`src/rtl/painterengine_gpu_dma_reader_arbiter_if.sv`:
```
// rtl/painterengine_gpu_dma_reader_arbiter_if.sv - client and reader signals of the shared DMA reader arbiter
interface painterengine_gpu_dma_reader_arbiter_if;
  logic [3:0]   i_wire_req;
  logic [127:0] i_wire_address;
  logic [127:0] i_wire_length;
  logic [3:0]   o_wire_ack;
  logic         o_wire_error;
  logic [2:0]   o_wire_error_type;
  logic [3:0]   o_wire_grant;
  logic         o_wire_busy;
  logic         o_wire_reader_resetn;
  logic [3:0]   o_wire_reader_router;
  logic [127:0] o_wire_reader_address;
  logic [127:0] o_wire_reader_length;
  logic         i_wire_reader_done;
  logic         i_wire_reader_error;
  logic [2:0]   i_wire_reader_error_type;

  modport master (
    input  i_wire_req, i_wire_address, i_wire_length,
    input  i_wire_reader_done, i_wire_reader_error, i_wire_reader_error_type,
    output o_wire_ack, o_wire_error, o_wire_error_type, o_wire_grant, o_wire_busy,
    output o_wire_reader_resetn, o_wire_reader_router, o_wire_reader_address, o_wire_reader_length
  );

  modport slave (
    output i_wire_req, i_wire_address, i_wire_length,
    output i_wire_reader_done, i_wire_reader_error, i_wire_reader_error_type,
    input  o_wire_ack, o_wire_error, o_wire_error_type, o_wire_grant, o_wire_busy,
    input  o_wire_reader_resetn, o_wire_reader_router, o_wire_reader_address, o_wire_reader_length
  );
endinterface

```
`src/rtl/painterengine_gpu_dma_reader_arbiter.sv`:
```
// rtl/painterengine_gpu_dma_reader_arbiter.sv - round-robin sharing of one DMA reader among four clients
module painterengine_gpu_dma_reader_arbiter #(
  parameter int RESET_HOLD_CYCLES = 2,
  parameter int WATCHDOG_BITS     = 20
) (
  input  logic i_wire_clock,
  input  logic i_wire_resetn,
  painterengine_gpu_dma_reader_arbiter_if.master bus
);
  typedef enum logic [1:0] {IDLE, RUN, COMPLETE, RECOVER} state_t;

  localparam int HOLD_W = (RESET_HOLD_CYCLES > 2) ? $clog2(RESET_HOLD_CYCLES) : 1;

  state_t                   state, state_next;
  logic [1:0]               rr_ptr, win_idx, owner_idx;
  logic                     win_found;
  logic [WATCHDOG_BITS-1:0] watchdog;
  logic [HOLD_W-1:0]        hold_cnt;
  logic                     wd_expired, hold_last, job_end;
  logic [3:0]               grant;

  assign wd_expired = &watchdog;
  // The IDLE cycle that relaunches the reader is the final reset-hold cycle, so RECOVER spans one fewer.
  assign hold_last  = (hold_cnt == HOLD_W'(RESET_HOLD_CYCLES - 2));
  assign job_end    = bus.i_wire_reader_error || bus.i_wire_reader_done || wd_expired;
  assign bus.o_wire_grant = grant;

  always_comb begin
    win_found = 1'b0;
    win_idx   = rr_ptr;
    for (int i = 0; i < 4; i++) begin
      if (!win_found && bus.i_wire_req[rr_ptr + 2'(i)]) begin
        win_found = 1'b1;
        win_idx   = rr_ptr + 2'(i);
      end
    end
  end

  always_comb begin
    state_next = state;
    case (state)
      IDLE:     if (win_found) state_next = RUN;
      RUN:      if (job_end) state_next = COMPLETE;
      COMPLETE: state_next = (RESET_HOLD_CYCLES > 1) ? RECOVER : IDLE;
      RECOVER:  if (hold_last) state_next = IDLE;
      default:  state_next = IDLE;
    endcase
  end

  always_ff @(posedge i_wire_clock or negedge i_wire_resetn) begin
    if (!i_wire_resetn) state <= IDLE;
    else                state <= state_next;
  end

  always_ff @(posedge i_wire_clock or negedge i_wire_resetn) begin
    if (!i_wire_resetn) begin
      rr_ptr                    <= 2'd0;
      owner_idx                 <= 2'd0;
      watchdog                  <= '0;
      hold_cnt                  <= '0;
      grant                     <= 4'd0;
      bus.o_wire_ack            <= 4'd0;
      bus.o_wire_error          <= 1'b0;
      bus.o_wire_error_type     <= 3'd0;
      bus.o_wire_busy           <= 1'b0;
      bus.o_wire_reader_resetn  <= 1'b0;
      bus.o_wire_reader_router  <= 4'd0;
      bus.o_wire_reader_address <= '0;
      bus.o_wire_reader_length  <= '0;
    end else begin
      case (state)
        IDLE: begin
          if (win_found) begin
            owner_idx                 <= win_idx;
            grant                     <= 4'b0001 << win_idx;
            bus.o_wire_reader_router  <= 4'b0001 << win_idx;
            bus.o_wire_busy           <= 1'b1;
            bus.o_wire_reader_resetn  <= 1'b1;
            watchdog                  <= '0;
            bus.o_wire_reader_address <= '0;
            bus.o_wire_reader_length  <= '0;
            bus.o_wire_reader_address[{win_idx, 5'd0} +: 32] <= bus.i_wire_address[{win_idx, 5'd0} +: 32];
            bus.o_wire_reader_length[{win_idx, 5'd0} +: 32]  <= bus.i_wire_length[{win_idx, 5'd0} +: 32];
          end
        end
        RUN: begin
          if (!wd_expired) watchdog <= watchdog + 1'b1;
          if (job_end) bus.o_wire_ack <= grant;
          // Error outranks done; the watchdog only fires when the reader reports nothing.
          if (bus.i_wire_reader_error) begin
            bus.o_wire_error      <= 1'b1;
            bus.o_wire_error_type <= bus.i_wire_reader_error_type;
          end else if (bus.i_wire_reader_done) begin
            bus.o_wire_error      <= 1'b0;
            bus.o_wire_error_type <= 3'd0;
          end else if (wd_expired) begin
            bus.o_wire_error      <= 1'b1;
            bus.o_wire_error_type <= 3'b111;
          end
        end
        COMPLETE: begin
          bus.o_wire_ack            <= 4'd0;
          bus.o_wire_error          <= 1'b0;
          bus.o_wire_error_type     <= 3'd0;
          bus.o_wire_reader_resetn  <= 1'b0;
          rr_ptr                    <= owner_idx + 2'd1;
          watchdog                  <= '0;
          hold_cnt                  <= '0;
          grant                     <= 4'd0;
          bus.o_wire_reader_router  <= 4'd0;
          bus.o_wire_reader_address <= '0;
          bus.o_wire_reader_length  <= '0;
          if (RESET_HOLD_CYCLES <= 1) bus.o_wire_busy <= 1'b0;
        end
        RECOVER: begin
          hold_cnt <= hold_cnt + 1'b1;
          if (hold_last) bus.o_wire_busy <= 1'b0;
        end
        default: ;
      endcase
    end
  end
endmodule

```
`src/flat_wrapper.sv`:
```
// flat-port wrapper written by rule: the top's interface ports become plain ports
module painterengine_gpu_dma_reader_arbiter_flat 
#(
  parameter int RESET_HOLD_CYCLES = 2,
  parameter int WATCHDOG_BITS     = 20
)
  (i_wire_clock, i_wire_resetn, bus_i_wire_req, bus_i_wire_address, bus_i_wire_length, bus_i_wire_reader_done, bus_i_wire_reader_error, bus_i_wire_reader_error_type, bus_o_wire_ack, bus_o_wire_error, bus_o_wire_error_type, bus_o_wire_grant, bus_o_wire_busy, bus_o_wire_reader_resetn, bus_o_wire_reader_router, bus_o_wire_reader_address, bus_o_wire_reader_length);
  painterengine_gpu_dma_reader_arbiter_if bus_i ();
  input  logic i_wire_clock;
  input  logic i_wire_resetn;
  input wire logic [$bits(bus_i.i_wire_req)-1:0] bus_i_wire_req;
  input wire logic [$bits(bus_i.i_wire_address)-1:0] bus_i_wire_address;
  input wire logic [$bits(bus_i.i_wire_length)-1:0] bus_i_wire_length;
  input wire logic [$bits(bus_i.i_wire_reader_done)-1:0] bus_i_wire_reader_done;
  input wire logic [$bits(bus_i.i_wire_reader_error)-1:0] bus_i_wire_reader_error;
  input wire logic [$bits(bus_i.i_wire_reader_error_type)-1:0] bus_i_wire_reader_error_type;
  output wire logic [$bits(bus_i.o_wire_ack)-1:0] bus_o_wire_ack;
  output wire logic [$bits(bus_i.o_wire_error)-1:0] bus_o_wire_error;
  output wire logic [$bits(bus_i.o_wire_error_type)-1:0] bus_o_wire_error_type;
  output wire logic [$bits(bus_i.o_wire_grant)-1:0] bus_o_wire_grant;
  output wire logic [$bits(bus_i.o_wire_busy)-1:0] bus_o_wire_busy;
  output wire logic [$bits(bus_i.o_wire_reader_resetn)-1:0] bus_o_wire_reader_resetn;
  output wire logic [$bits(bus_i.o_wire_reader_router)-1:0] bus_o_wire_reader_router;
  output wire logic [$bits(bus_i.o_wire_reader_address)-1:0] bus_o_wire_reader_address;
  output wire logic [$bits(bus_i.o_wire_reader_length)-1:0] bus_o_wire_reader_length;
  assign bus_i.i_wire_req = bus_i_wire_req;
  assign bus_i.i_wire_address = bus_i_wire_address;
  assign bus_i.i_wire_length = bus_i_wire_length;
  assign bus_i.i_wire_reader_done = bus_i_wire_reader_done;
  assign bus_i.i_wire_reader_error = bus_i_wire_reader_error;
  assign bus_i.i_wire_reader_error_type = bus_i_wire_reader_error_type;
  assign bus_o_wire_ack = bus_i.o_wire_ack;
  assign bus_o_wire_error = bus_i.o_wire_error;
  assign bus_o_wire_error_type = bus_i.o_wire_error_type;
  assign bus_o_wire_grant = bus_i.o_wire_grant;
  assign bus_o_wire_busy = bus_i.o_wire_busy;
  assign bus_o_wire_reader_resetn = bus_i.o_wire_reader_resetn;
  assign bus_o_wire_reader_router = bus_i.o_wire_reader_router;
  assign bus_o_wire_reader_address = bus_i.o_wire_reader_address;
  assign bus_o_wire_reader_length = bus_i.o_wire_reader_length;
  painterengine_gpu_dma_reader_arbiter #(.RESET_HOLD_CYCLES(RESET_HOLD_CYCLES), .WATCHDOG_BITS(WATCHDOG_BITS)) u_core (.i_wire_clock(i_wire_clock), .i_wire_resetn(i_wire_resetn), .bus(bus_i));
endmodule
```
`config.mk`:
```
export PLATFORM = sky130hd
export DESIGN_NAME = painterengine_gpu_dma_reader_arbiter_flat
export DESIGN_NICKNAME = d
export VERILOG_FILES = /design/src/rtl/painterengine_gpu_dma_reader_arbiter_if.sv /design/src/rtl/painterengine_gpu_dma_reader_arbiter.sv /design/src/flat_wrapper.sv
export SDC_FILE = /design/constraint.sdc
export NUM_CORES = 1
export LEC_CHECK = 0
export ABC_AREA = 1
export BUFFER_PORTS_ARGS = -buffer_cell sky130_fd_sc_hd__buf_2
export CORE_AREA = 5 5 210 212
export CTS_CLUSTER_DIAMETER = 50
export DETAILED_ROUTE_END_ITERATION = 7
export DIE_AREA = 0 0 215 217
export PLACE_DENSITY = 0.7
export SYNTH_ARGS = -nofsm -noshare
export SYNTH_HDL_FRONTEND = slang
export SYNTH_SLANG_ARGS = --single-unit
```
`constraint.sdc`:
```
create_clock -name i_wire_clock -period 4.2 [get_ports i_wire_clock]
set_input_delay 0 -clock i_wire_clock [delete_from_list [all_inputs] [get_ports i_wire_clock]]
set_output_delay 0 -clock i_wire_clock [all_outputs]
set_load 0.02 [all_outputs]
```
==> impl_metrics.json <==
{
  "initial_core_util": 0.3827,
  "syn_inst": 2119,
  "final_cell_mix": "902 x nand2_1, 539 x buf_2, 296 x dfrtp_1",
  "ys_seq_area_frac": 0.4650,
  "routabilityCongestion": 0.9615,
  "globalRoute.totalOverflow": 0,
  "cts_setup_buffers": 0,
  "worstPathArrival_ns": 4.26,
  "hpwl_mm": 41.19,
  "cts.path.max_buffers": 3,
  "endpoint_kind": "flop",
  "cts_buffers": 40,
  "num_vias": 17040,
  "cap_violations": 0,
  "synth_cell_type_count": 35,
  "status": "completed",
  "period_needed_ns": 3.827,
  "rows": 75,
  "clock_sinks": 297,
  "first_iter_violations": 1277,
  "final_common_cell": "nand2_1",
  "synth_top_family_by_area": "simple AND/OR/NAND/NOR gates",
  "die_w_um": 215,
  "netlist_area_um2": 15980,
  "start_kind": "flop",
  "crit_required_ns": 4.63,
  "routedWlPerCell_um": 18.67,
  "antenna_found_initial": 0,
  "final_nets": 2951,
  "avgSynthCellArea_um2": 7.543,
  "relSlewSlack": 0.2416,
  "setup_tns_ns": 0,
  "p_per_area_nw_per_um2": 933.8,
  "core_region_area_um2": 41760,
  "totalWireLength_mm": 60.54,
  "diodes": 0,
  "port_buffers": 540,
  "finalPower_mw": 19.90,
  "ctsHtreeMaxLevel": 2,
  "die-height_um": 217,
  "min_path_type": "in -> reg",
  "rrSetupSlack_ns": 0.37,
  "syn-num-nets": 2396,
  "clk_pin_slew_worst_paths_ns": 0.06,
  "setup_viol": 0,
  "muxShareOfSynthArea": 0,
  "vdd_drop_max_mv": 0.9907,
  "yosysWarnings": 0,
  "ant_nets": 0,
  "critical_path_class": "reg -> reg",
  "period_share": 0.9112,
  "worst_pin_slew_ns": 1.138,
  "finalMaxSlewViolations": 0,
  "rsz0062_at_grt": "no",
  "track_usage": 0.2478,
  "synth-adder-area-share": 0.007828,
  "drive_above_1_share": 0.2448,
  "ys_seq_elements": 297,
  "finalInstanceArea_um2": 21310,
  "synth-simple-area-share": 0.3947,
  "viasPerCell": 5.255,
  "dieArea_um2": 46660,
  "io_pins": 541,
  "grt_pass1_vias": 16710,
  "dr.pass1.iters": 5,
  "fin_skew_ns": 0.02911,
  "cts_tree": "done",
  "grt_max_degree": 191,
  "p_leak_nw": 12.31,
  "synth-compound-area-share": 0.03233,
  "cts_root_buf": "clkbuf_16",
  "placed_area_um2": 18900,
  "grt_pass1_wl_mm": 94.32,
  "synthXorXnorAreaFrac": 0.009864,
  "drc": 0,
  "fin_util": 0.5102,
  "crit_fanout": 128,
  "final-hold-violation-count": 0,
  "syn_to_final_growth_pct": 33.31,
  "max_clock_freq_mhz": 261.3,
  "clk_latency_ns": 0.54
}
==> path summary, 6_finish.rpt <==
| kind | startpoint | endpoint | cells after the start |
|---|---|---|---|
| worst max-delay path | u_core.rr_ptr[0] | u_core.bus.o_wire_reader_length[38] | 15 |
| worst min-delay path | bus_i_wire_address[96] | u_core.bus.o_wire_reader_address[0] | 6 |
| worst max register to register | u_core.rr_ptr[0] | u_core.bus.o_wire_reader_length[38] | 15 |
| worst min register to register | u_core.hold_cnt | u_core.hold_cnt | 1 |
| max in group asynchronous | i_wire_resetn | u_core.bus.o_wire_reader_address[32] | 3 |
| min in group asynchronous | i_wire_resetn | u_core.bus.o_wire_reader_address[37] | 2 |
==> stage by stage <==
step	hold slack [ns]	cells	setup WS (ns)
2_1_floorplan	-0.2956	2119	1.328
3_3_place_gp	0.03935	3068	0.6813
3_5_place_dp	0.04730	3068	0.6216
4_1_cts	0.0002746	3243	0.1584
5_1_grt	0.03749	3243	0.09616
6_report	0.01579	3243	0.3730
==> worst max-delay path, stage by stage (launching register included) <==
cell and delay, ns:
dfrtp_2 0.52, inv_2 0.20, nand2_1 0.07, nand2_1 0.14, nand2_1 0.08, nand2_1 0.20, nand3_2 0.17, nand2_4 0.13
buf_12 0.39, nand3b_1 0.18, nand3_1 0.13, dlygate4sd3_1 0.56, nand2_1 0.10, dlygate4sd3_1 0.61, nand4_1 0.08, nand2_1 0.06
==> power by group <==
group | internal [mW] | switching [mW]
sequential | 3.53 | 0.456
combinational | 3.46 | 8.95
clock | 2.16 | 1.35
==> cell usage after synthesis (all sizes together) <==
cell type  instances  area (µm²)
a21oi              2       10.01
inv              163       611.8
o21ai             90       461.7
nand2            912        3453
nand3b           129       968.4
buf              102       624.3
ha                10       125.1
nor2              39       200.2
nand4            136       863.3
o31ai              3       22.52
xor2              13       113.9
o211ai             1       7.510
clkbuf            53       198.9
a22o               1       8.760
a31oi              1       6.260
xnor2              5       43.79
clkinv             2       7.510
dfrtp            297        7432
nand3            151       760.7
nor4               5       31.28
nor3               4       31.28
==> per-layer routing <==
metal,routed length [µm],vias to the layer above,share of wire,global-route usage
li1,-,7924,-,-
met1,23820,8138,0.39,0.3060
met2,28920,829,0.48,0.4181
met3,4584,152,0.076,0.05031
met4,3218,0,0.053,0.1195
met5,0,-,0,0
==> cells by family (layout without fill, tap and decap cells) <==
family,count (synthesis),after routing
AO/OA/AOI/OAI,98,98
XOR/XNOR,18,18
adder cells (fa/ha/maj),10,10
buffers and inverters,320,905
flip-flops,297,297
AND/OR/NAND/NOR,1376,1376
==> sequential cells by signal, summed over array words and instances, names as in the netlist <==
register / flops
u_core.bus.o_wire_grant: 4
u_core.bus.o_wire_error: 1
u_core.bus.o_wire_reader_length: 128
u_core.bus.o_wire_busy: 1
u_core.bus.o_wire_ack: 4
u_core.bus.o_wire_reader_address: 128
u_core.rr_ptr: 2
u_core.hold_cnt: 1
u_core.bus.o_wire_error_type: 3
u_core.watchdog: 20
u_core.bus.o_wire_reader_resetn: 1
u_core.owner_idx: 2
u_core.state: 2
==> what timing repair did <==
item / CTS / global route
hold buffers: 103 / 0
hold endpoints to repair: 161 / 0
setup endpoints to repair: 0 / 65
gates resized for setup: 0 / 2
==> cell type report <==
| type | count | area [µm²] |
|---|---|---|
| Clock buffer | 53 | 1121 |
| Clock inverter | 19 | 252.7 |
| Fill cell | 3917 | 20450 |
| Inverter | 165 | 626.9 |
| Multi-Input combinational cell | 1502 | 7151 |
| Sequential cell | 297 | 7433 |
| Tap cell | 539 | 674.4 |
| Timing Repair Buffer | 668 | 4048 |
Note: power is estimated with default switching activity, not from simulation.
